$ cat config.mk
export PLATFORM = sky130hd
export DESIGN_NAME = dt_walker_flat
export DESIGN_NICKNAME = d
export VERILOG_FILES = /design/src/rtl/dt_walker_pkg.sv /design/src/rtl/dt_walker_if.sv /design/src/rtl/dt_node_table.sv /design/src/rtl/dt_walker.sv /design/src/flat_wrapper.sv
export SDC_FILE = /design/constraint.sdc
export NUM_CORES = 2
export LEC_CHECK = 0
export CORE_MARGIN = 2
export CORE_UTILIZATION = 68
export DETAILED_ROUTE_END_ITERATION = 10
export PLACE_DENSITY = 0.86
export SYNTH_ARGS = -nofsm -noshare
export SYNTH_HDL_FRONTEND = slang
export SYNTH_HIERARCHICAL = 1
export SYNTH_SLANG_ARGS = --single-unit
$ cat constraint.sdc
create_clock -name clk -period 6 [get_ports clk]
set_input_delay 1.2 -clock clk [delete_from_list [all_inputs] [get_ports clk]]
set_output_delay 1.2 -clock clk [all_outputs]
set_load 0.02 [all_outputs]
$ cat src/rtl/dt_walker_pkg.sv
// Shared widths, node layout, FSM states and a node-packing helper for the
// table-driven decision-tree walker.
package dt_walker_pkg;

    localparam int IN_W      = 10;
    localparam int OUT_W     = 77;
    localparam int NODES     = 64;
    localparam int MAX_DEPTH = 16;

    localparam int FEAT_W  = $clog2(IN_W);
    localparam int IDX_W   = $clog2(NODES);
    localparam int CLS_W   = $clog2(OUT_W + 1);
    localparam int NODE_W  = 1 + FEAT_W + 2 * IDX_W + CLS_W;
    localparam int DEPTH_W = $clog2(MAX_DEPTH + 1);

    typedef struct packed {
        logic              isLeaf;
        logic [FEAT_W-1:0] feat;
        logic [IDX_W-1:0]  tChild;
        logic [IDX_W-1:0]  fChild;
        logic [CLS_W-1:0]  cls;
    } node_t;

    typedef enum logic [1:0] {
        IDLE,
        WALK,
        DONE
    } walkState_e;

    function automatic logic [NODE_W-1:0] packNode(input int isLeaf, input int feat,
                                                   input int tChild, input int fChild,
                                                   input int cls);
        node_t n;
        n.isLeaf = (isLeaf != 0);
        n.feat   = FEAT_W'(feat);
        n.tChild = IDX_W'(tChild);
        n.fChild = IDX_W'(fChild);
        n.cls    = CLS_W'(cls);
        return n;
    endfunction

endpackage

$ cat src/rtl/dt_walker_if.sv
// Handshake and configuration bundle between the walker and its feature
// source / class consumer.
interface dt_walker_if;
    import dt_walker_pkg::*;

    logic              cfg_we;
    logic              cfg_ready;
    logic [IDX_W-1:0]  cfg_addr;
    logic [NODE_W-1:0] cfg_wdata;
    logic              in_valid;
    logic              in_ready;
    logic [IN_W-1:0]   inp;
    logic              out_valid;
    logic              out_ready;
    logic [OUT_W-1:0]  outp;
    logic              err;

    modport master (
        output cfg_we, cfg_addr, cfg_wdata, in_valid, inp, out_ready,
        input  cfg_ready, in_ready, out_valid, outp, err
    );

    modport slave (
        input  cfg_we, cfg_addr, cfg_wdata, in_valid, inp, out_ready,
        output cfg_ready, in_ready, out_valid, outp, err
    );

endinterface

$ cat src/rtl/dt_node_table.sv
// Node table: register array cleared by reset, one write port and one
// combinational read port.
module dt_node_table
    import dt_walker_pkg::*;
(
    input  logic              clk,
    input  logic              rst_n,
    input  logic              we_i,
    input  logic [IDX_W-1:0]  waddr_i,
    input  logic [NODE_W-1:0] wdata_i,
    input  logic [IDX_W-1:0]  raddr_i,
    output logic [NODE_W-1:0] rdata_o
);

    logic [NODE_W-1:0] mem_q [NODES];

    always_ff @(posedge clk or negedge rst_n) begin
        if (!rst_n) begin
            for (int i = 0; i < NODES; i++) begin
                mem_q[i] <= '0;
            end
        end else if (we_i) begin
            mem_q[waddr_i] <= wdata_i;
        end
    end

    assign rdata_o = mem_q[raddr_i];

endmodule

$ cat src/rtl/dt_walker.sv
// Sequential decision-tree walker: one node per clock over a captured feature
// vector. Optional counters are built when DT_WALKER_STATS_EN is defined.
module dt_walker
    import dt_walker_pkg::*;
(
    input  logic        clk,
    input  logic        rst_n,
    dt_walker_if.slave  bus
`ifdef DT_WALKER_STATS_EN
    ,
    output logic [31:0] stat_done,
    output logic [15:0] stat_err,
    output logic [31:0] stat_steps
`endif
);

    walkState_e         state_q;
    logic [IN_W-1:0]    feat_q;
    logic [IDX_W-1:0]   ptr_q;
    logic [DEPTH_W-1:0] depth_q;
    logic [OUT_W-1:0]   outp_q;
    logic               err_q;
    logic               outValid_q;

    logic [NODE_W-1:0]  rdData;
    node_t              node;
    logic               featBit;
    logic [IDX_W-1:0]   ptr_d;
    logic [DEPTH_W-1:0] depth_d;
    logic               childBad;
    logic               depthOver;
    logic [OUT_W-1:0]   leafOut;
    logic               tableWe;

    // The table is only writable while idle, so a walk never sees it change.
    assign tableWe = bus.cfg_we && (state_q == IDLE);

    dt_node_table uTable (
        .clk     (clk),
        .rst_n   (rst_n),
        .we_i    (tableWe),
        .waddr_i (bus.cfg_addr),
        .wdata_i (bus.cfg_wdata),
        .raddr_i (ptr_q),
        .rdata_o (rdData)
    );

    // Decode the current node; out-of-range features read as 0.
    always_comb begin
        node    = node_t'(rdData);
        featBit = 1'b0;
        if (int'(node.feat) < IN_W) begin
            featBit = feat_q[node.feat];
        end
        ptr_d     = featBit ? node.tChild : node.fChild;
        depth_d   = depth_q + DEPTH_W'(1);
        childBad  = int'(ptr_d) >= NODES;
        depthOver = (depth_q == DEPTH_W'(MAX_DEPTH));
        leafOut   = '0;
        if (int'(node.cls) < OUT_W) begin
            leafOut[node.cls] = 1'b1;
        end
    end

    always_ff @(posedge clk or negedge rst_n) begin
        if (!rst_n) begin
            state_q    <= IDLE;
            feat_q     <= '0;
            ptr_q      <= '0;
            depth_q    <= '0;
            outp_q     <= '0;
            err_q      <= 1'b0;
            outValid_q <= 1'b0;
        end else begin
            case (state_q)
                IDLE: begin
                    if (bus.in_valid) begin
                        feat_q  <= bus.inp;
                        ptr_q   <= '0;
                        depth_q <= '0;
                        state_q <= WALK;
                    end
                end
                WALK: begin
                    if (node.isLeaf) begin
                        outp_q     <= leafOut;
                        err_q      <= 1'b0;
                        outValid_q <= 1'b1;
                        state_q    <= DONE;
                    end else if (childBad || depthOver) begin
                        outp_q     <= '0;
                        err_q      <= 1'b1;
                        outValid_q <= 1'b1;
                        state_q    <= DONE;
                    end else begin
                        ptr_q   <= ptr_d;
                        depth_q <= depth_d;
                    end
                end
                DONE: begin
                    if (bus.out_ready) begin
                        outValid_q <= 1'b0;
                        state_q    <= IDLE;
                    end
                end
                default: state_q <= IDLE;
            endcase
        end
    end

    assign bus.in_ready  = (state_q == IDLE);
    assign bus.cfg_ready = (state_q == IDLE);
    assign bus.out_valid = outValid_q;
    assign bus.outp      = outp_q;
    assign bus.err       = err_q;

`ifdef DT_WALKER_STATS_EN
    // Saturating activity counters; they stick at all-ones rather than wrap.
    always_ff @(posedge clk or negedge rst_n) begin
        if (!rst_n) begin
            stat_done  <= '0;
            stat_err   <= '0;
            stat_steps <= '0;
        end else begin
            if (state_q == WALK && stat_steps != '1) begin
                stat_steps <= stat_steps + 32'd1;
            end
            if (state_q == DONE && bus.out_ready) begin
                if (stat_done != '1) begin
                    stat_done <= stat_done + 32'd1;
                end
                if (err_q && stat_err != '1) begin
                    stat_err <= stat_err + 16'd1;
                end
            end
        end
    end
`endif

endmodule
$ cat src/flat_wrapper.sv
// flat-port wrapper written by rule: the top's interface ports become plain ports
module dt_walker_flat import dt_walker_pkg::*;
  (clk, rst_n, bus_cfg_we, bus_cfg_addr, bus_cfg_wdata, bus_in_valid, bus_inp, bus_out_ready, bus_cfg_ready, bus_in_ready, bus_out_valid, bus_outp, bus_err);
  dt_walker_if bus_i ();
  input  logic clk;
  input  logic rst_n;
  input wire logic [$bits(bus_i.cfg_we)-1:0] bus_cfg_we;
  input wire logic [$bits(bus_i.cfg_addr)-1:0] bus_cfg_addr;
  input wire logic [$bits(bus_i.cfg_wdata)-1:0] bus_cfg_wdata;
  input wire logic [$bits(bus_i.in_valid)-1:0] bus_in_valid;
  input wire logic [$bits(bus_i.inp)-1:0] bus_inp;
  input wire logic [$bits(bus_i.out_ready)-1:0] bus_out_ready;
  output wire logic [$bits(bus_i.cfg_ready)-1:0] bus_cfg_ready;
  output wire logic [$bits(bus_i.in_ready)-1:0] bus_in_ready;
  output wire logic [$bits(bus_i.out_valid)-1:0] bus_out_valid;
  output wire logic [$bits(bus_i.outp)-1:0] bus_outp;
  output wire logic [$bits(bus_i.err)-1:0] bus_err;
  assign bus_i.cfg_we = bus_cfg_we;
  assign bus_i.cfg_addr = bus_cfg_addr;
  assign bus_i.cfg_wdata = bus_cfg_wdata;
  assign bus_i.in_valid = bus_in_valid;
  assign bus_i.inp = bus_inp;
  assign bus_i.out_ready = bus_out_ready;
  assign bus_cfg_ready = bus_i.cfg_ready;
  assign bus_in_ready = bus_i.in_ready;
  assign bus_out_valid = bus_i.out_valid;
  assign bus_outp = bus_i.outp;
  assign bus_err = bus_i.err;
  dt_walker u_core (.clk(clk), .rst_n(rst_n), .bus(bus_i));
endmodule
# Word-level counts from Yosys, hierarchy flattened
# Index checks and enable logic that the tools add are counted.
# Widths: inputs -> output; s select.
[word_totals]
output_inout_bits = 81
reg_bits = 1638
input_bits = 45
word_cells = 135
[op_classes]
bitwise = 2
reduce_logical = 12
add_sub_neg = 1
n_mux = 33
order_cmp = 8
n_eq_ne = 8
[op_table]
columns = ["cell", "count"]
rows = [
  ["$bwmux 1536", 1],
  ["$mux 77", 3],
  ["$bmux 24 s6", 1],
  ["$demux 24 s6", 1],
  ["$mux 24", 3],
  ["$mux 6", 4],
  ["$mux 5", 3],
  ["$ge 7x7->1 const B", 2],
  ["$not 6->7", 2],
  ["$pmux 6 s2", 1],
  ["$pmux 5 s2", 1],
  ["$lt 7x8->1 const B", 1],
  ["$mux 2", 4],
  ["$ne 2x2->1 const B", 4],
  ["$demux 1 s7", 1],
  ["$ge 7x1->1 const B", 1],
  ["$lt 7x1->1 const B", 1],
  ["$lt 7x7->1 const B", 1],
  ["$mux 1", 7],
  ["$pmux 2 s3", 1],
  ["$reduce_and 3->1", 2],
  ["$reduce_bool 2->1", 3],
  ["$add 5x1->5 const B", 1],
  ["$eq 5x5->1 const B", 1],
  ["other kinds (11)", 14],
]

# Logic depth before layout (Yosys ltp)
[logic_depth]
depth_word = 11
depth_mapped = 15
depth_no_buf = 9

# By module
# The synthesis kept the hierarchy.
[by_module_without_submodules]
columns = ["mod", "cells_each", "area_each_um2", "instances", "seq_area_each_um2"]
rows = [
  ["dt_node_table", 4486, 70495.1, 1, 38436.9],
  ["dt_walker", 336, 4322.9, 1, 2552.4],
]

# Worst setup path before layout
# OpenSTA, ideal clock, no wires.
[synth_path]
kind = "register -> register"
startpoint = "reg u_core.ptr_q[1]"
endpoint = "reg u_core.ptr_q[4]"
setup_ps = 126
path_buffers = 5
period_less_slack_ps = 3239
path_slack_ps = 2761
required_time_ps = 5874
arrival_time_ps = 3113
stages_incl_launch_ff = 14
path_cell_list = "dfrtp_1 buf_4 buf_12 buf_4 and2_4 buf_2 a221oi_1 o21ai_0 a311oi_1 mux4_2 and3b_1 clkbuf_1 a31oi_1 nand3_1"
[synth_rtl]
columns = ["element", "line_no", "rtl"]
rows = [
  ["start: declaration", "dt_walker.sv:19", "logic [IDX_W-1:0] ptr_q;"],
  ["start signal: assignment", "dt_walker.sv:96", "ptr_q <= ptr_d;"],
]

==> summary.md <==
| Metric | Value |
|---|---|
| Result of the run | `finished clean` |
| Count of boundary I/O pins | `126` |
| Post-CTS Hold Fix Bufs | `0` |
| Fraction of the yosys area taken by sequential cells | `0.548` |
| Number of failing setup endpoints in the final timing report | `0` |
| Total count of max-transition violations in the final report | `0` |
| Die span in y | `336 microns` |
| Cell type with the highest occurrence count on the critical path | `sky130_fd_sc_hd__nand2_1` |
| Startpoint of the most critical register-to-register path | `u_core/ptr_q[2]` |
| Highest Clock Rate | `205 MHz` |
| Weighted congestion at the end of routability-driven global placement | `0.950` |
| Share of synthesized registers carrying an async set or reset | `1.00` |
| Ranking of synthesized cells by area | `sky130_fd_sc_hd__dfrtp_1, sky130_fd_sc_hd__mux2_2, sky130_fd_sc_hd__mux4_2` |
| FF-to-FF setup slack | `1130 ps` |
| Syn Area/Cell | `15.5 sq um` |
| Sinks on Clock Net | `1638` |
| Leakage power | `38.3 nW` |
| Aggregate global routing overflow | `0` |
| Die Outline Area | `113000 sq um` |
| Worst vdd rail ir drop | `0.000297 V` |
| Synth Cell Area | `74800 sq um` |
| Resized Gates After CTS | `0` |
| Cell Pwr Density | `393 nW/um^2` |
| Final ANT Viol Nets | `0` |
| Post-synthesis sequential element count | `1638` |
| Routed wire per std cell | `30.2 microns` |
| Slowest cell on crit path | `sky130_fd_sc_hd__dfrtp_4` |
| Router iterations before antenna repair | `6` |
| Overall track demand over capacity in global routing | `0.347` |
| Share of final-layout standard cells stronger than drive strength 1 | `0.495` |
| Unrepaired setup endpoints after global routing | `no` |
| Number of filler instances in the final layout | `6185` |
| Worst setup margin | `1130 ps` |
| Cells along the critical path | `mux4_2 > mux2i_1 > o21ai_0 > nand2_1 > a311oi_1 > nand2_1 > nor3_1 > a22o_1` |
| Post-CTS setup buffer count | `0` |
| Clock Skews | `35.9 ps` |
| Worst-Skew Late Latency | `780 ps` |
| Capture instance of the worst register-to-register path | `u_core/bus.outp[27]` |
| Clk slew on worst S/H paths | `70 ps` |
| Synth Net Count | `4869` |
| Final non-filler cell total | `6334` |
| Critical path launch point type | `flip-flop` |
| # H-tree levels | `4` |
| Max Cap Viol | `0` |
| Top post-synthesis cells by count | `sky130_fd_sc_hd__dfrtp_1, sky130_fd_sc_hd__mux2_2, sky130_fd_sc_hd__mux4_2` |
| Iteration-0 DRC Markers | `4335` |
| Final Critical Period | `4870 ps` |
| Floorplan die width | `336 microns` |
| Slew at the pin with the worst max-slew slack | `1280 ps` |
| Synth unique cells | `71` |
| WP buf/inv | `0` |
| Count of endpoints failing hold in the final timing report | `0` |
| Critical Setup Path Class | `flip-flop to flip-flop` |
| Class of the tightest hold or removal check | `primary input to asynchronous set/reset pin` |
| Cts bufs inserted | `164` |
| Portion of synthesized cell area occupied by the leading cell type | `0.548` |
| Final critical-path share of the clock period | `0.812` |
| Warnings, synthesis | `6` |
| Arrival time reported for the critical path endpoint | `5580 ps` |
| Placed instance count | `6030` |
| Clock tree buffer depth | `3` |
| Starting density of the core | `0.686` |
| Maximum fanout along the worst path | `50` |
| Worst relative slew slack | `0.144` |
| Capturing element type of the critical path | `flip-flop` |
| Number of instances in the synthesized netlist | `4822` |
| Initial antenna violation count | `11` |
| Number of global-route vias before repair | `46271` |
| Global-route wire length before repair | `291 mm` |
| Sum Neg Setup Slack | `0 ps` |
| Syn-to-layout area delta | `9.70%` |
| Total via count after detailed routing | `43849` |
| Most instantiated library cell after synthesis | `sky130_fd_sc_hd__dfrtp_1` |
| Final #Nets | `4829` |
| Clock tree from TritonCTS | `built` |
| Number of cell instances on the worst register-to-register path | `8` |
| Post-DP HPWL | `111 mm` |
| Post-DR vias/cell | `6.92` |
| Root Driver | `sky130_fd_sc_hd__clkbuf_16` |
| Input/output buffers | `125` |
| Row cnt | `121` |
| CP required | `6710 ps` |
| Wire length reported by the detailed router | `191 mm` |
| Core region area | `109000 sq um` |
| Worst Setup Slack post-DPL | `1350 ps` |
| Top FF cell, synth | `sky130_fd_sc_hd__dfrtp_1` |
| Largest net degree at the start of global routing | `176` |
| Max stage delay on crit path | `1080 ps` |
| Total DRC errors in the routed layout | `0` |
| Number of enable flip-flop cells after synthesis | `0` |
| Biggest area consumer among synthesized cells | `sky130_fd_sc_hd__dfrtp_1` |
| Family of cells with the greatest summed delay on the critical path | `compound AO/OA/AOI/OAI gates` |
[flip-flops by register name (all words and copies together) (netlist names)]
name and count:
u_core/uTable/mem_q 1536, u_core/ptr_q 6, u_core/bus.out_valid 1, u_core/bus.outp 77, u_core/bus.err 1, u_core/feat_q 10, u_core/depth_q 5, u_core/state_q 2
[cell families after synthesis]
family / after synthesis / synth area share
buf+inv: 487 / 0.0356
fa+ha+maj: 2 / 0.000334
mux: 2055 / 0.360
flops: 1638 / 0.548
simple gates: 303 / 0.0234
compound gates: 334 / 0.0328
xor+xnor: 3 / 0.000351
[metal layers]
metal,GRT usage,wire [microns],vias up
li1,-,-,17850
met1,0.482,76200,23611
met2,0.527,89400,1917
met3,0.0809,16400,461
met4,0.163,9020,10
met5,0,63,-
[area by class of cell]
| cell class | count | area (sq um) | share of cell area |
|---|---|---|---|
| antenna | 3 | 7.51 | 0.0000915 |
| clock buffer | 261 | 5050 | 0.0615 |
| clock inverter | 40 | 529 | 0.00645 |
| inverter | 12 | 45.0 | 0.000549 |
| multi-input combinational | 2697 | 31200 | 0.380 |
| sequential | 1638 | 41000 | 0.500 |
| tap | 1414 | 1770 | 0.0216 |
| timing repair buffer | 269 | 2470 | 0.0301 |
[stage by stage]
step           hold WS, ps  total power, mW  utilization  instance area (sq um)
2_1_floorplan          453             19.4            -                  74800
5_1_grt                501             33.5        0.753                  82100
6_report               431             32.3        0.753                  82100
3_3_place_gp           462             21.4        0.702                  76500
4_1_cts                490             32.3        0.753                  82100
3_5_place_dp           466             21.8        0.702                  76500
[layout by cell type, fill, tap and decap left out, types with 12 or more instances in the layout]
| cell type | synthesis | layout |
|---|---|---|
| sky130_fd_sc_hd__a22o_1 | 69 | 69 |
| sky130_fd_sc_hd__nor2b_1 | 23 | 23 |
| sky130_fd_sc_hd__clkbuf_8 | 0 | 45 |
| sky130_fd_sc_hd__clkinv_2 | 0 | 19 |
| sky130_fd_sc_hd__nand3_1 | 32 | 32 |
| sky130_fd_sc_hd__mux2_1 | 31 | 31 |
| sky130_fd_sc_hd__a22oi_1 | 38 | 38 |
| sky130_fd_sc_hd__mux2_2 | 1578 | 1578 |
| sky130_fd_sc_hd__mux2i_1 | 100 | 100 |
| sky130_fd_sc_hd__dfrtp_1 | 1638 | 1633 |
| sky130_fd_sc_hd__o211ai_1 | 12 | 12 |
| sky130_fd_sc_hd__o21ai_0 | 28 | 28 |
| sky130_fd_sc_hd__a211oi_1 | 19 | 19 |
| sky130_fd_sc_hd__a221oi_1 | 28 | 28 |
| sky130_fd_sc_hd__buf_2 | 104 | 24 |
| sky130_fd_sc_hd__o22ai_1 | 35 | 35 |
| sky130_fd_sc_hd__nor2_1 | 31 | 27 |
| sky130_fd_sc_hd__a21oi_1 | 34 | 34 |
| sky130_fd_sc_hd__clkbuf_16 | 0 | 170 |
| sky130_fd_sc_hd__o31ai_1 | 14 | 14 |
| sky130_fd_sc_hd__clkbuf_1 | 183 | 46 |
| sky130_fd_sc_hd__o21ai_1 | 14 | 14 |
| sky130_fd_sc_hd__buf_12 | 1 | 19 |
| sky130_fd_sc_hd__clkdlybuf4s50_1 | 0 | 100 |
| sky130_fd_sc_hd__nand2_1 | 91 | 86 |
| sky130_fd_sc_hd__nor2_2 | 38 | 42 |
| sky130_fd_sc_hd__mux4_2 | 346 | 346 |
| sky130_fd_sc_hd__buf_4 | 127 | 125 |
[worst register-to-register path, cell delays in order (launching register included)]
cell,delay (ps)
sky130_fd_sc_hd__dfrtp_4,1080
sky130_fd_sc_hd__mux4_2,480
sky130_fd_sc_hd__mux2i_1,130
sky130_fd_sc_hd__o21ai_0,580
sky130_fd_sc_hd__nand2_1,420
sky130_fd_sc_hd__a311oi_1,920
sky130_fd_sc_hd__nand2_1,170
sky130_fd_sc_hd__nor3_1,770
sky130_fd_sc_hd__a22o_1,270
[power breakdown]
part,switching (mW),internal [mW]
logic,3.85,3.63
clock network,4.30,6.20
registers,1.27,13.0
[worst max path at each step]
stage | depth (start not counted) | slack, ps | start | to
global route | 8 | 970 | u_core/ptr_q[0] | u_core/bus.outp[27]
detailed placement | 9 | 1350 | u_core/ptr_q[0] | u_core/bus.outp[38]
CTS | 8 | 1320 | u_core/ptr_q[2] | u_core/bus.outp[27]
global placement | 9 | 1390 | u_core/ptr_q[0] | u_core/bus.outp[39]
floorplan | 13 | 2760 | u_core/ptr_q[1] | u_core/ptr_q[4]
finish | 8 | 1130 | u_core/ptr_q[2] | u_core/bus.outp[27]
(Power assumes the default switching activity.)
